--- src/rtl/vga_draw_scheduler.sv ---
// Round-robin sharing of the vga_adapter pixel port among NUM_REQ drawing engines, with a full-screen clear engine.
// Optional burst timeout: define VGA_SCHED_TIMEOUT_EN to limit a grant to MAX_BURST cycles.
module vga_draw_scheduler #(
    parameter int         NUM_REQ      = 3,
    parameter int         SCREEN_W     = 320,
    parameter int         SCREEN_H     = 240,
    parameter logic [2:0] CLEAR_COLOUR = 3'b000,
    parameter int         MAX_BURST    = 4096
) (
    input  logic                 clock,
    input  logic                 reset,
    input  logic                 alarm_on,
    input  logic                 clear_start,
    input  logic [NUM_REQ-1:0]   req,
    input  logic [9*NUM_REQ-1:0] req_x,
    input  logic [8*NUM_REQ-1:0] req_y,
    input  logic [3*NUM_REQ-1:0] req_colour,
    input  logic [NUM_REQ-1:0]   req_plot,
    output logic [NUM_REQ-1:0]   grant,
    output logic                 clearing,
    output logic                 clear_done,
    output logic [8:0]           x,
    output logic [7:0]           y,
    output logic [2:0]           colour,
    output logic                 plot
);
    localparam int                 PTR_W    = $clog2(NUM_REQ);
    localparam logic [8:0]         X_LAST   = 9'(SCREEN_W - 1);
    localparam logic [7:0]         Y_LAST   = 8'(SCREEN_H - 1);
    localparam logic [PTR_W-1:0]   IDX_LAST = PTR_W'(NUM_REQ - 1);
    localparam logic [PTR_W-1:0]   IDX_ZERO = {PTR_W{1'b0}};
    localparam logic [NUM_REQ-1:0] REQ_ZERO = {NUM_REQ{1'b0}};
    localparam logic [NUM_REQ-1:0] ONE_HOT0 = {{(NUM_REQ-1){1'b0}}, 1'b1};

    typedef enum logic [1:0] {
        ST_IDLE  = 2'd0,
        ST_CLEAR = 2'd1,
        ST_GRANT = 2'd2
    } state_t;

    state_t             state_r, state_s;
    logic [PTR_W-1:0]   ptr_r, ptr_s, win_r, win_s, sel_s;
    logic               pend_r, pend_s, alarm_prev_r, clear_req_s, clear_last_s;
    logic [PTR_W:0]     pick_s;
    logic [NUM_REQ-1:0] avail_s, grant_r, grant_s;
    logic               clearing_r, clearing_s, clear_done_r, clear_done_s, plot_r, plot_s;
    logic [8:0]         x_r, x_s, cap_x_s;
    logic [7:0]         y_r, y_s, cap_y_s;
    logic [2:0]         colour_r, colour_s, cap_colour_s;
    logic               cap_plot_s, cap_req_s;
`ifdef VGA_SCHED_TIMEOUT_EN
    localparam int      CNT_W = $clog2(MAX_BURST + 1);
    logic [CNT_W-1:0]   cnt_r, cnt_s;
    logic [NUM_REQ-1:0] mask_r, mask_s;
`endif

    assign grant      = grant_r;
    assign clearing   = clearing_r;
    assign clear_done = clear_done_r;
    assign x          = x_r;
    assign y          = y_r;
    assign colour     = colour_r;
    assign plot       = plot_r;

    // Lowest offset from ptr (wrapping) among available requesters; MSB flags that one was found
    function automatic logic [PTR_W:0] rr_pick(input logic [NUM_REQ-1:0] avail,
                                               input logic [PTR_W-1:0]   ptr);
        logic [PTR_W:0]     res;
        logic [NUM_REQ-1:0] rot;
        int                 idx;
        res = {(PTR_W+1){1'b0}};
        for (int k = NUM_REQ - 1; k >= 0; k--) begin
            idx = int'(ptr) + k;
            idx = (idx >= NUM_REQ) ? idx - NUM_REQ : idx;
            rot = avail >> idx;
            if (rot[0]) begin
                res = {1'b1, PTR_W'(idx)};
            end else begin
                res = res;
            end
        end
        return res;
    endfunction

    // Arbitration, requester data selection and next-state/output decode
    always_comb begin
        clear_req_s = clear_start | (alarm_on ^ alarm_prev_r);
`ifdef VGA_SCHED_TIMEOUT_EN
        avail_s = req & ~mask_r;
`else
        avail_s = req;
`endif
        pick_s       = rr_pick(avail_s, ptr_r);
        sel_s        = (state_r == ST_GRANT) ? win_r : pick_s[PTR_W-1:0];
        cap_req_s    = 1'(req >> sel_s);
        cap_plot_s   = 1'(req_plot >> sel_s);
        cap_x_s      = 9'(req_x >> (9 * int'(sel_s)));
        cap_y_s      = 8'(req_y >> (8 * int'(sel_s)));
        cap_colour_s = 3'(req_colour >> (3 * int'(sel_s)));
        clear_last_s = (x_r == X_LAST) && (y_r == Y_LAST);

        state_s      = state_r;
        ptr_s        = ptr_r;
        win_s        = win_r;
        pend_s       = pend_r;
        grant_s      = grant_r;
        clearing_s   = clearing_r;
        clear_done_s = 1'b0;
        plot_s       = 1'b0;
        x_s          = x_r;
        y_s          = y_r;
        colour_s     = colour_r;
`ifdef VGA_SCHED_TIMEOUT_EN
        cnt_s  = cnt_r;
        mask_s = mask_r & req;
`endif

        case (state_r)
            ST_IDLE: begin
                if (pend_r | clear_req_s) begin
                    state_s    = ST_CLEAR;
                    pend_s     = 1'b0;
                    clearing_s = 1'b1;
                    plot_s     = 1'b1;
                    x_s        = 9'd0;
                    y_s        = 8'd0;
                    colour_s   = CLEAR_COLOUR;
                end else if (pick_s[PTR_W]) begin
                    state_s  = ST_GRANT;
                    win_s    = pick_s[PTR_W-1:0];
                    grant_s  = ONE_HOT0 << pick_s[PTR_W-1:0];
                    plot_s   = cap_plot_s;
                    x_s      = cap_x_s;
                    y_s      = cap_y_s;
                    colour_s = cap_colour_s;
`ifdef VGA_SCHED_TIMEOUT_EN
                    cnt_s = CNT_W'(1'b1);
`endif
                end else begin
                    plot_s = 1'b0;
                end
            end
            ST_CLEAR: begin
                // A new clear request restarts the sweep instead of queueing another one
                if (clear_req_s) begin
                    plot_s   = 1'b1;
                    x_s      = 9'd0;
                    y_s      = 8'd0;
                    colour_s = CLEAR_COLOUR;
                end else if (clear_last_s) begin
                    state_s      = ST_IDLE;
                    clearing_s   = 1'b0;
                    clear_done_s = 1'b1;
                end else begin
                    plot_s   = 1'b1;
                    colour_s = CLEAR_COLOUR;
                    if (x_r == X_LAST) begin
                        x_s = 9'd0;
                        y_s = y_r + 8'd1;
                    end else begin
                        x_s = x_r + 9'd1;
                    end
                end
            end
            ST_GRANT: begin
                pend_s = pend_r | clear_req_s;
                if (!cap_req_s) begin
                    state_s = ST_IDLE;
                    grant_s = REQ_ZERO;
                    ptr_s   = (win_r == IDX_LAST) ? IDX_ZERO : win_r + PTR_W'(1'b1);
                end
`ifdef VGA_SCHED_TIMEOUT_EN
                else if (cnt_r == CNT_W'(MAX_BURST)) begin
                    state_s = ST_IDLE;
                    grant_s = REQ_ZERO;
                    ptr_s   = (win_r == IDX_LAST) ? IDX_ZERO : win_r + PTR_W'(1'b1);
                    mask_s  = mask_s | (ONE_HOT0 << win_r);
                end
`endif
                else begin
                    plot_s   = cap_plot_s;
                    x_s      = cap_x_s;
                    y_s      = cap_y_s;
                    colour_s = cap_colour_s;
`ifdef VGA_SCHED_TIMEOUT_EN
                    cnt_s = cnt_r + CNT_W'(1'b1);
`endif
                end
            end
            default: begin
                state_s    = ST_IDLE;
                grant_s    = REQ_ZERO;
                clearing_s = 1'b0;
            end
        endcase
    end

    // State and registered outputs; the alarm history tracks alarm_on even through reset
    always_ff @(posedge clock) begin
        alarm_prev_r <= alarm_on;
        if (reset) begin
            state_r      <= ST_IDLE;
            ptr_r        <= IDX_ZERO;
            win_r        <= IDX_ZERO;
            pend_r       <= 1'b0;
            grant_r      <= REQ_ZERO;
            clearing_r   <= 1'b0;
            clear_done_r <= 1'b0;
            plot_r       <= 1'b0;
            x_r          <= 9'd0;
            y_r          <= 8'd0;
            colour_r     <= 3'd0;
`ifdef VGA_SCHED_TIMEOUT_EN
            cnt_r  <= {CNT_W{1'b0}};
            mask_r <= REQ_ZERO;
`endif
        end else begin
            state_r      <= state_s;
            ptr_r        <= ptr_s;
            win_r        <= win_s;
            pend_r       <= pend_s;
            grant_r      <= grant_s;
            clearing_r   <= clearing_s;
            clear_done_r <= clear_done_s;
            plot_r       <= plot_s;
            x_r          <= x_s;
            y_r          <= y_s;
            colour_r     <= colour_s;
`ifdef VGA_SCHED_TIMEOUT_EN
            cnt_r  <= cnt_s;
            mask_r <= mask_s;
`endif
        end
    end

endmodule

--- config.mk ---
export PLATFORM = sky130hd
export DESIGN_NAME = vga_draw_scheduler
export DESIGN_NICKNAME = d
export VERILOG_FILES = /design/src/rtl/vga_draw_scheduler.sv
export SDC_FILE = /design/constraint.sdc
export NUM_CORES = 1
export LEC_CHECK = 0
export CAP_MARGIN = 10
export CORE_MARGIN = 8
export CORE_UTILIZATION = 40
export CTS_CLUSTER_SIZE = 20
export DETAILED_ROUTE_END_ITERATION = 10
export MAX_ROUTING_LAYER = met4
export PLACE_DENSITY = 0.73
export SKIP_LAST_GASP = 1
export SLEW_MARGIN = 40
export SYNTH_ARGS = -nofsm -noshare
export SYNTH_HDL_FRONTEND = slang
export SYNTH_SLANG_ARGS = --single-unit
--- constraint.sdc ---
create_clock -name clock -period 6.59 [get_ports clock]
set_clock_uncertainty 0.15 [all_clocks]
set_input_delay 0.659 -clock clock [delete_from_list [all_inputs] [get_ports clock]]
set_output_delay 0.659 -clock clock [all_outputs]
set_load 0.1 [all_outputs]
After elaboration in Yosys (flattened, before gate mapping)
Index checks and enable logic that the tools add are counted.

operators by class
  $mul = 2
  bitwise operators = 7
  equal/unequal tests = 15
  multiplexer cells = 51
  reduce and logical (&&, ||, !) cells = 13
  add/sub/neg operators = 8
  shift operators = 9
  order comparisons = 3

operators with widths
  operator                                                           number
  2-to-1 mux 32 bit                                                  3
  >> shifter 3 x 32 -> 1 bit                                         3
  2-to-1 mux 9 bit                                                   6
  2-to-1 mux 8 bit                                                   6
  2-to-1 mux 3 bit                                                   11
  one-hot mux 9 bit (3 select lines)                                 1
  >> shifter 27 x 6 -> 9 bit                                         1
  one-hot mux 8 bit (3 select lines)                                 1
  >> shifter 24 x 5 -> 8 bit                                         1
  one-hot mux 3 bit (3 select lines)                                 2
  AND reduction 4 bit                                                4
  2-to-1 mux 2 bit                                                   7
  inequality test 2 bit, second input constant                       7
  2-to-1 mux 1 bit                                                   10
  adder 9 x 1 -> 9 bit, second input constant                        1
  == test 9 bit, second input constant                               1
  inequality test 3 bit, second input constant                       3
  >> shifter 9 x 4 -> 3 bit                                          1
  adder 8 x 1 -> 8 bit, second input constant                        1
  == test 8 bit, second input constant                               1
  subtractor 3 x 2 -> 4 bit, second input constant                   2
  greater-or-equal comparator 3 x 2 -> 1 bit, second input constant  2
  multiplier 4 x 2 -> 6 bit, first input constant                    1
  one-hot mux 1 bit (3 select lines)                                 2
  other kinds (23)                                                   30

word-level totals
  register bits = 34

Depth between registers and ports, before layout
Gate-level depths: netlist of the first run.

  word-level depth = 13
  depth in mapped cells = 12
  gate-level depth less buffers = 9

Least setup slack after synthesis of the first run
No wires, ideal clock.

  path type = register -> register
  start point = reg x_r[1], in the netlist x[1]
  end point = reg x_r[4], in the netlist x[4]
  period minus slack after synthesis = 3.122 ns
  stages on the path, launching flop included = 12
  path slack = 3.468 ns
  setup time = 0.092 ns
  arrival time = 2.879 ns
  buffers on the path = 3
  path through = dfxtp_1 > ha_1 > nand2_1 > or4_1 > clkbuf_1 > nor3_1 > or3_1 > or2_1 > buf_6 > buf_2 > a21oi_1 > o32ai_1

between the ends
  word-level cells in the longest chain between the ends = 5
  elaborated cells between the ends (all ways) = 9
  those cells by class = add/sub (1); eq/ne (2); mux (4); reduce/logical (2)

ends and longest elaborated chain
  item                                                          line           source
  start, declared                                               47             logic [8:0] x_r, x_s, cap_x_s;
  start signal, assigned                                        226            x_r <= x_s;
  adder 9 x 1 -> 9 bit / == test 9 bit (equally long branches)  161, 100, 157
  2-to-1 mux 9 bit                                              157            if (x_r == X_LAST) begin
  2-to-1 mux 9 bit                                              150            end else if (clear_last_s) begin
  2-to-1 mux 9 bit                                              145            if (clear_req_s) begin
  one-hot mux 9 bit (3 select lines)                            118            case (state_r)

Parallel ways exist; a longest one is shown, timed or not. The select of a mux whose other input is x is not followed.
A chain may end at the register's enable or synchronous reset.

Worst setup path after layout of the first run
  start point = reg ptr_r[1]
  end point = reg x_r[0], in the netlist x[0]

between the ends
  word-level cells in the longest chain between the ends = 13
  elaborated cells between the ends (all ways) = 28
  those cells by class = add/sub (5); mul (1); order compare (3); eq/ne (2); shift (5); mux (11); reduce/logical (1)

ends and longest elaborated chain
  item                                                                                            line  source
  start, declared                                                                                 42    logic [PTR_W-1:0] ptr_r, ptr_s, win_r, win_s, sel_s;
  start signal, assigned                                                                          219   ptr_r <= ptr_s;
  adder 2 x 2 -> 3 bit                                                                            73    idx = int'(ptr) + k;
  subtractor 3 x 2 -> 4 bit / greater-or-equal comparator 3 x 2 -> 1 bit (equally long branches)  74    idx = (idx >= NUM_REQ) ? idx - NUM_REQ : idx;
  2-to-1 mux 32 bit                                                                               74
  >> shifter 3 x 32 -> 1 bit                                                                      75    rot = avail >> idx;
  2-to-1 mux 3 bit (2 in series)                                                                  76    if (rot[0]) begin
  2-to-1 mux 3 bit (*)                                                                            76
  2-to-1 mux 2 bit                                                                                94    sel_s = (state_r == ST_GRANT) ? win_r : pick_s[PTR_W-1:0];
  multiplier 4 x 2 -> 6 bit                                                                       97    cap_x_s = 9'(req_x >> (9 * int'(sel_s)));
  >> shifter 27 x 6 -> 9 bit                                                                      97
  2-to-1 mux 9 bit                                                                                128   end else if (pick_s[PTR_W]) begin
  2-to-1 mux 9 bit                                                                                120   if (pend_r | clear_req_s) begin
  one-hot mux 9 bit (3 select lines)                                                              118

Mark *: on every way between the ends. The rest lies on a longest branch, timed or not. The select of a mux whose other input is x is not followed.

==> out/metrics.cfg, run 1 <==
[run]
max_cap_viol_count = 0

[floorplan]
num_io_pins = 96
die_height_um = 97.97
placeableCoreArea_mm2 = 0.006644
area_of_the_die_mm2 = 0.009598
start_util = 0.4045
row_count = 30
chipWidth_um = 97.97

[timing]
min_period_ps = 3795
worst_setup_margin_ps = 2795
maxClockFrequency_mhz = 263.5
setup_viol = 0
worst_hold_slack_ps = 319.5
slew_margin_rel = 0.5282
maxSlewViolCount = 0
finalCritPeriodShare = 0.5759
timing_worst_slew_pin_value_ps = 698.6
setup_tns_ps = 0
rsz0062_at_grt = no
hold_viol = 0

[clock_network]
cts.path.max_buffers = 2
ctsHtreeMaxLevel = 2
cts_buffers = 5
cts-resized-gates = 0
cts.reportedPaths.clkPinSlew_ps = 70
post_cts_buffers = 0
cts_root_buffer = sky130_fd_sc_hd__clkbuf_8
clock_tree_from_tritoncts = yes
worst_skew_pair.late_latency_ps = 290
clkSinkCount = 34
cts_hold_buffers = 0

[routing]
drt-initial-drc-count = 293
routed_wirelength_mm = 8.870
drcViolationCount = 0
antenna_left = 0
post_drt_wl_per_cell_um = 17.46
dr.pass1.iters = 7
detailroute.via_count = 2997
vias_per_cell = 5.900

[synth]
ys_seq_area_frac = 0.2533
post_synth.cell_area_avg_um2 = 7.881
synth_top_area_cell = sky130_fd_sc_hd__dfxtp_1
leading_register_cell_type_out_of_synthesis = sky130_fd_sc_hd__dfxtp_1
netlist.area_leader.share = 0.2533
ys_types = 62
synth_commonest_cells = 34 x sky130_fd_sc_hd__dfxtp_1, 33 x sky130_fd_sc_hd__a21oi_1, 24 x sky130_fd_sc_hd__inv_1
synth_edf_count = 0
synth.area.top_cells = sky130_fd_sc_hd__dfxtp_1 25%, sky130_fd_sc_hd__mux2i_1 6.3%, sky130_fd_sc_hd__a21oi_1 6.1%
synth.net_count = 422
synthesis.area_mm2 = 0.002688
synthMostInstantiatedCell = sky130_fd_sc_hd__dfxtp_1
async_reset_ff_frac = 0
ff_latch_count_synth = 34
yosysWarnings = 0
post_synth_inst_count = 341

[critical_path]
critical_path_required_ps = 6600
cp_slowest_stage_delay_ps = 610
cp_top_family = compound AO/OA/AOI/OAI gates
worst_setup_path_start_kind = flop
worstSetupPathType = reg2reg
arrival_ps = 3800
worstPathMaxFanout = 13
crit_path_top_delay_cell = sky130_fd_sc_hd__a222oi_1
critical_path.n_buffers_inverters = 2
path_cells = inv_1 -> ha_1 -> nand2b_1 -> a222oi_1 -> o2111ai_1 -> nand2_1 -> buf_4 -> mux2_2 -> a21oi_1 -> a221oi_2
critPathCaptureType = flop

[power_and_ir_drop]
total_power_mw = 1.498
power.density_cell_area_mw_per_mm2 = 413.6
power.ir.vdd_worst_v = 0.0002259
leakagePower_nw = 1.410

[grt]
grt_first_pass_wirelength_mm = 14.41
grt_start_max_net_pins = 28
grt_antenna_before_repair = 0
grt_pass1_vias = 3020
grt_util_all_layers = 0.1841
grt_residual_overflow = 0

[finish]
n_antenna_cell = 0
nNetsFinal = 510
layoutNonFillerInstCount = 508
final_layout_size_suffix_gt1_frac = 0.1308
synthToLayoutAreaGrowth_pct = 34.78
num-fill-cells = 642

[placed_design]
finalWeightedCongestion = 0.9171
numPortBuffers = 95
hpwl_mm = 6.832
place.detailed.instances = 502
dp_slack_ps = 2629

[min_path]
holdCritPathClass = reg2reg

[outcome]
status = complete, no violations

-- flip-flops by register name, indices dropped and copies added (netlist names) --
name / count
colour: 3
grant: 3
plot: 1
clear_done: 1
clearing: 1
x: 9
state_r: 2
win_r: 2
ptr_r: 2
alarm_prev_r: 1
y: 8
pend_r: 1
-- kinds of logic (layout without fill, tap and decap cells) --
group | Yosys count | count (layout) | share of synthesized area
DFF | 34 | 34 | 0.2533
buffers and inverters | 42 | 129 | 0.06890
AOI/OAI and AO/OA | 124 | 124 | 0.3203
and+or+nand+nor | 102 | 102 | 0.1979
adders and majority gates | 11 | 11 | 0.05121
muxes | 27 | 27 | 0.1052
xor gates and xnor gates | 1 | 1 | 0.003259
-- final cells by class --
type                            count  area [µm²]  area share
Clock buffer                        6       82.58     0.02280
Multi-Input combinational cell    265        1822      0.5029
Sequential cell                    34       680.7      0.1879
Timing Repair Buffer               98       843.3      0.2328
Inverter                           25       93.84     0.02591
Tap cell                           80       100.1     0.02763
-- final timing paths --
check,start,to,slack (ps),cells after the start
worst max-delay path,ptr_r[1],x[0],2800,10
worst min-delay path,grant[1],grant[1],320,2
worst max register to register,ptr_r[1],x[0],2800,10
worst min register to register,grant[1],grant[1],320,2
-- stage by stage --
| stage | util | instance area (µm²) |
|---|---|---|
| 6_report | 0.5452 | 3622 |
| 5_1_grt | 0.5452 | 3622 |
| 4_1_cts | 0.5452 | 3622 |
| 3_5_place_dp | 0.5328 | 3540 |
| 3_3_place_gp | 0.5524 | 3670 |
| 2_1_floorplan | - | 2688 |
-- worst reg2reg max path, stage by stage, from the launching register on --
cell and delay, ps:
sky130_fd_sc_hd__dfxtp_1 430, sky130_fd_sc_hd__inv_1 110, sky130_fd_sc_hd__ha_1 350, sky130_fd_sc_hd__nand2b_1 230
sky130_fd_sc_hd__a222oi_1 610, sky130_fd_sc_hd__o2111ai_1 270, sky130_fd_sc_hd__nand2_1 500, sky130_fd_sc_hd__buf_4 360
sky130_fd_sc_hd__mux2_2 370, sky130_fd_sc_hd__a21oi_1 200, sky130_fd_sc_hd__a221oi_2 80
-- power by group --
part / internal [mW] / total [mW] / switching [mW]
clock network: 0.0806 / 0.156 / 0.0749
registers: 0.262 / 0.322 / 0.0603
logic: 0.314 / 1.02 / 0.707
total: 0.656 / 1.50 / 0.842
-- metal layers --
| metal | wire length, µm | track usage |
|---|---|---|
| met5 | 0 | - |
| met4 | 76 | 0.05516 |
| met3 | 547 | 0.03627 |
| met2 | 4164 | 0.2887 |
| met1 | 4082 | 0.2328 |
-- cell usage in the layout (no fill, tap or decap), types with 5 or more instances in the layout --
| master | netlist | routed |
|---|---|---|
| sky130_fd_sc_hd__dfxtp_1 | 34 | 34 |
| sky130_fd_sc_hd__a21oi_1 | 33 | 33 |
| sky130_fd_sc_hd__mux2_2 | 10 | 10 |
| sky130_fd_sc_hd__o21ai_0 | 17 | 17 |
| sky130_fd_sc_hd__clkbuf_8 | 0 | 6 |
| sky130_fd_sc_hd__a32o_1 | 5 | 5 |
| sky130_fd_sc_hd__clkdlybuf4s50_1 | 0 | 69 |
| sky130_fd_sc_hd__nand2b_1 | 7 | 7 |
| sky130_fd_sc_hd__nor3_1 | 12 | 12 |
| sky130_fd_sc_hd__o21ai_1 | 6 | 6 |
| sky130_fd_sc_hd__ha_1 | 11 | 11 |
| sky130_fd_sc_hd__o32ai_1 | 5 | 5 |
| sky130_fd_sc_hd__inv_1 | 24 | 24 |
| sky130_fd_sc_hd__nand2_1 | 20 | 20 |
| sky130_fd_sc_hd__o211ai_1 | 9 | 9 |
| sky130_fd_sc_hd__mux2i_1 | 17 | 17 |
| sky130_fd_sc_hd__nor2_1 | 16 | 16 |
| sky130_fd_sc_hd__nand3_1 | 18 | 18 |
| sky130_fd_sc_hd__buf_2 | 4 | 26 |
| sky130_fd_sc_hd__o21a_1 | 11 | 11 |
(Power assumes the default switching activity.)
==> run 2: changes to the inputs <==
==> constraint.sdc (replaced) <==
create_clock -name clock -period 3.55 [get_ports clock]
set_clock_uncertainty 0.15 [all_clocks]
set_input_delay 0.355 -clock clock [delete_from_list [all_inputs] [get_ports clock]]
set_output_delay 0.355 -clock clock [all_outputs]
set_load 0.1 [all_outputs]
==> out/metrics.cfg, run 2 (synthesized netlist as in run 1, its figures left out) <==
[floorplan]
row_count = 30  ; unchanged
num_io_pins = 96  ; unchanged
placeableCoreArea_mm2 = 0.006644  ; unchanged
start_util = 0.4045  ; unchanged
area_of_the_die_mm2 = 0.009598  ; unchanged
die_height_um = 97.97  ; unchanged
chipWidth_um = 97.97  ; unchanged

[finish]
synthToLayoutAreaGrowth_pct = 37.80  ; was 34.78%
number_of_flip_flops_under_the_largest_register_name = 9  ; unchanged
nNetsFinal = 517  ; was 510
top_library_cells_by_usage_in_the_layout_fill_and_taps_aside = 69 x sky130_fd_sc_hd__clkdlybuf4s50_1, 34 x sky130_fd_sc_hd__dfxtp_1, 33 x sky130_fd_sc_hd__a21oi_1, 26 x sky130_fd_sc_hd__buf_2, 24 x sky130_fd_sc_hd__inv_1  ; unchanged
leading_cell_type_in_the_layout_fill_and_taps_excluded = sky130_fd_sc_hd__clkdlybuf4s50_1  ; unchanged
n_antenna_cell = 0  ; unchanged
final_layout_size_suffix_gt1_frac = 0.1465  ; was 0.1308
num-fill-cells = 633  ; was 642

[clock_network]
post_cts_buffers = 0  ; unchanged
clkSinkCount = 34  ; unchanged
cts_buffers = 5  ; unchanged
cts.reportedPaths.clkPinSlew_ps = 80  ; was 70 ps
cts-resized-gates = 0  ; unchanged
cts_root_buffer = sky130_fd_sc_hd__clkbuf_8  ; unchanged
clock_tree_from_tritoncts = yes  ; unchanged
cts.path.max_buffers = 2  ; unchanged
ctsHtreeMaxLevel = 2  ; unchanged
worst_skew_pair.late_latency_ps = 290  ; about the same
cts_hold_buffers = 0  ; unchanged

[critical_path]
critPathCaptureType = flop  ; unchanged
crit_path_top_delay_cell = sky130_fd_sc_hd__dfxtp_1  ; was sky130_fd_sc_hd__a222oi_1
worstPathMaxFanout = 12  ; was 13
cp_slowest_stage_delay_ps = 430  ; was 610 ps
worst_r2r_startpoint = ptr_r[1]  ; unchanged
r2r_slack_ps = 360  ; was 2800 ps
crit_path_frequent_cell = sky130_fd_sc_hd__buf_4
critical_path.n_buffers_inverters = 3  ; was 2
cp_top_family = compound AO/OA/AOI/OAI gates  ; unchanged
worstSetupPathType = reg2reg  ; unchanged
worst_setup_path_start_kind = flop  ; unchanged
r2r.worst_path.cells = 11  ; was 10
timing.rr.end = x[0]  ; unchanged
arrival_ps = 3210  ; was 3800 ps
path_cells = inv_1 -> ha_1 -> a21boi_2 -> a222oi_1 -> buf_4 -> o2111ai_1 -> nand2_1 -> buf_4 -> mux2_2 -> a21oi_1 -> a221oi_2  ; was inv_1 -> ha_1 -> nand2b_1 -> a222oi_1 -> o2111ai_1 -> nand2_1 -> buf_4 -> mux2_2 -> a21oi_1 -> a221oi_2
critical_path_required_ps = 3570  ; was 6600 ps

[routing]
dr.pass1.iters = 4  ; was 7
vias_per_cell = 5.961  ; was 5.900
routed_wirelength_mm = 9.088  ; was 8.870 mm
detailroute.via_count = 3082  ; was 2997
antenna_left = 0  ; unchanged
drcViolationCount = 0  ; unchanged
drt-initial-drc-count = 209  ; was 293
post_drt_wl_per_cell_um = 17.58  ; was 17.46 µm

[grt]
grt_pass1_vias = 3160  ; was 3020
grt_antenna_before_repair = 0  ; unchanged
grt_residual_overflow = 0  ; unchanged
grt_first_pass_wirelength_mm = 14.91  ; was 14.41 mm
grt_start_max_net_pins = 24  ; was 28
grt_util_all_layers = 0.1907  ; was 0.1841

[min_path]
hold_path_depth = 2  ; unchanged
hold_path.startpoint = grant[1]  ; unchanged
holdCritPathClass = reg2reg  ; unchanged
timing.hold.worst_endpoint = grant[1]  ; unchanged

[power_and_ir_drop]
power.net_switching_mw = 1.574  ; was 842.1 µW
leakagePower_nw = 1.451  ; was 1.410 nW
power_frac_clock = 0.125  ; was 0.104
comb_power_share = 0.669  ; was 0.681
switching_power_as_a_share_of_total_power = 0.5434  ; was 0.5621
power.sequential.fraction = 0.206  ; was 0.215
power.density_cell_area_mw_per_mm2 = 782.4  ; was 413.6 mW/mm²
power.ir.vdd_worst_v = 0.0003814  ; was 0.0002259 V
power.internal_mw = 1.323  ; was 656.0 µW

[placed_design]
hpwl_mm = 6.997  ; was 6.832 mm
finalWeightedCongestion = 0.8825  ; was 0.9171
numPortBuffers = 95  ; unchanged

[timing]
maxSlewViolCount = 0  ; unchanged
rsz0062_at_grt = no  ; unchanged
worst_hold_slack_ps = 304.7  ; was 319.5 ps
setup_viol = 0  ; unchanged
setup_tns_ps = 0  ; unchanged
slew_margin_rel = 0.5795  ; was 0.5282
maxClockFrequency_mhz = 313.4  ; was 263.5 MHz
finalCritPeriodShare = 0.8988  ; was 0.5759
min_period_ps = 3191  ; was 3795 ps
timing_worst_slew_pin_value_ps = 626.9  ; was 698.6 ps
hold_viol = 0  ; unchanged

[outcome]
status = complete, no violations  ; unchanged

[run]
max_cap_viol_count = 0  ; unchanged

-- run 2: worst max path at each step --
| stage | start | end | cells past startpoint |
|---|---|---|---|
| global route | ptr_r[1] | x[2] | 11 |
| global placement | req[0] | y[6] | 8 |
| floorplan | x[1] | x[4] | 11 |
| finish | ptr_r[1] | x[0] | 11 |
| CTS | ptr_r[1] | x[8] | 10 |
| detailed placement | ptr_r[1] | x[8] | 10 |
-- run 2: per-stage QoR --
step | worst slack, ps | area (µm²) | power (mW) | util | instances
floorplan | 428.3 | 2688 | 2.105 | - | 341
global placement | 292.3 | 3722 | 2.591 | 0.5603 | 509
detailed placement | 256.9 | 3592 | 2.529 | 0.5407 | 509
CTS | 223.7 | 3699 | 2.891 | 0.5567 | 517
global route | 69.91 | 3704 | 3.061 | 0.5574 | 517
finish | 359.3 | 3704 | 2.898 | 0.5574 | 517
-- run 2: power by group through the flow --
stage / clock network [mW] / registers (mW) / logic (mW)
final: 0.362 / 0.596 / 1.94
after global routing: 0.375 / 0.613 / 2.07
after floorplan: 0 / 1.16 / 0.943
after detailed placement: 0 / 0.600 / 1.93
after CTS: 0.363 / 0.593 / 1.94
after global placement: 0 / 0.603 / 1.99
-- run 2: layout make-up --
type,count,area [µm²],share of cell area
inverters,25,93.84,0.02534
flip-flops and latches,34,680.7,0.1838
clock inverters,1,30.03,0.008108
well taps,80,100.1,0.02703
clock buffers,7,76.32,0.02061
repair buffers,105,895.9,0.2419
multi-input cells,265,1827,0.4932
-- run 2: layer usage --
layer	GRT usage	wire (µm)	vias to the layer above
met2	0.3145	4348	132
met1	0.2278	4142	1452
li1	-	-	1484
met3	0.03556	455	14
met4	0.06355	141	0
met5	-	0	-
-- run 2: worst min-delay path: stages (launching register included) --
cell and delay (ps):
sky130_fd_sc_hd__dfxtp_1 310, sky130_fd_sc_hd__nand2_1 50, sky130_fd_sc_hd__a21oi_1 50
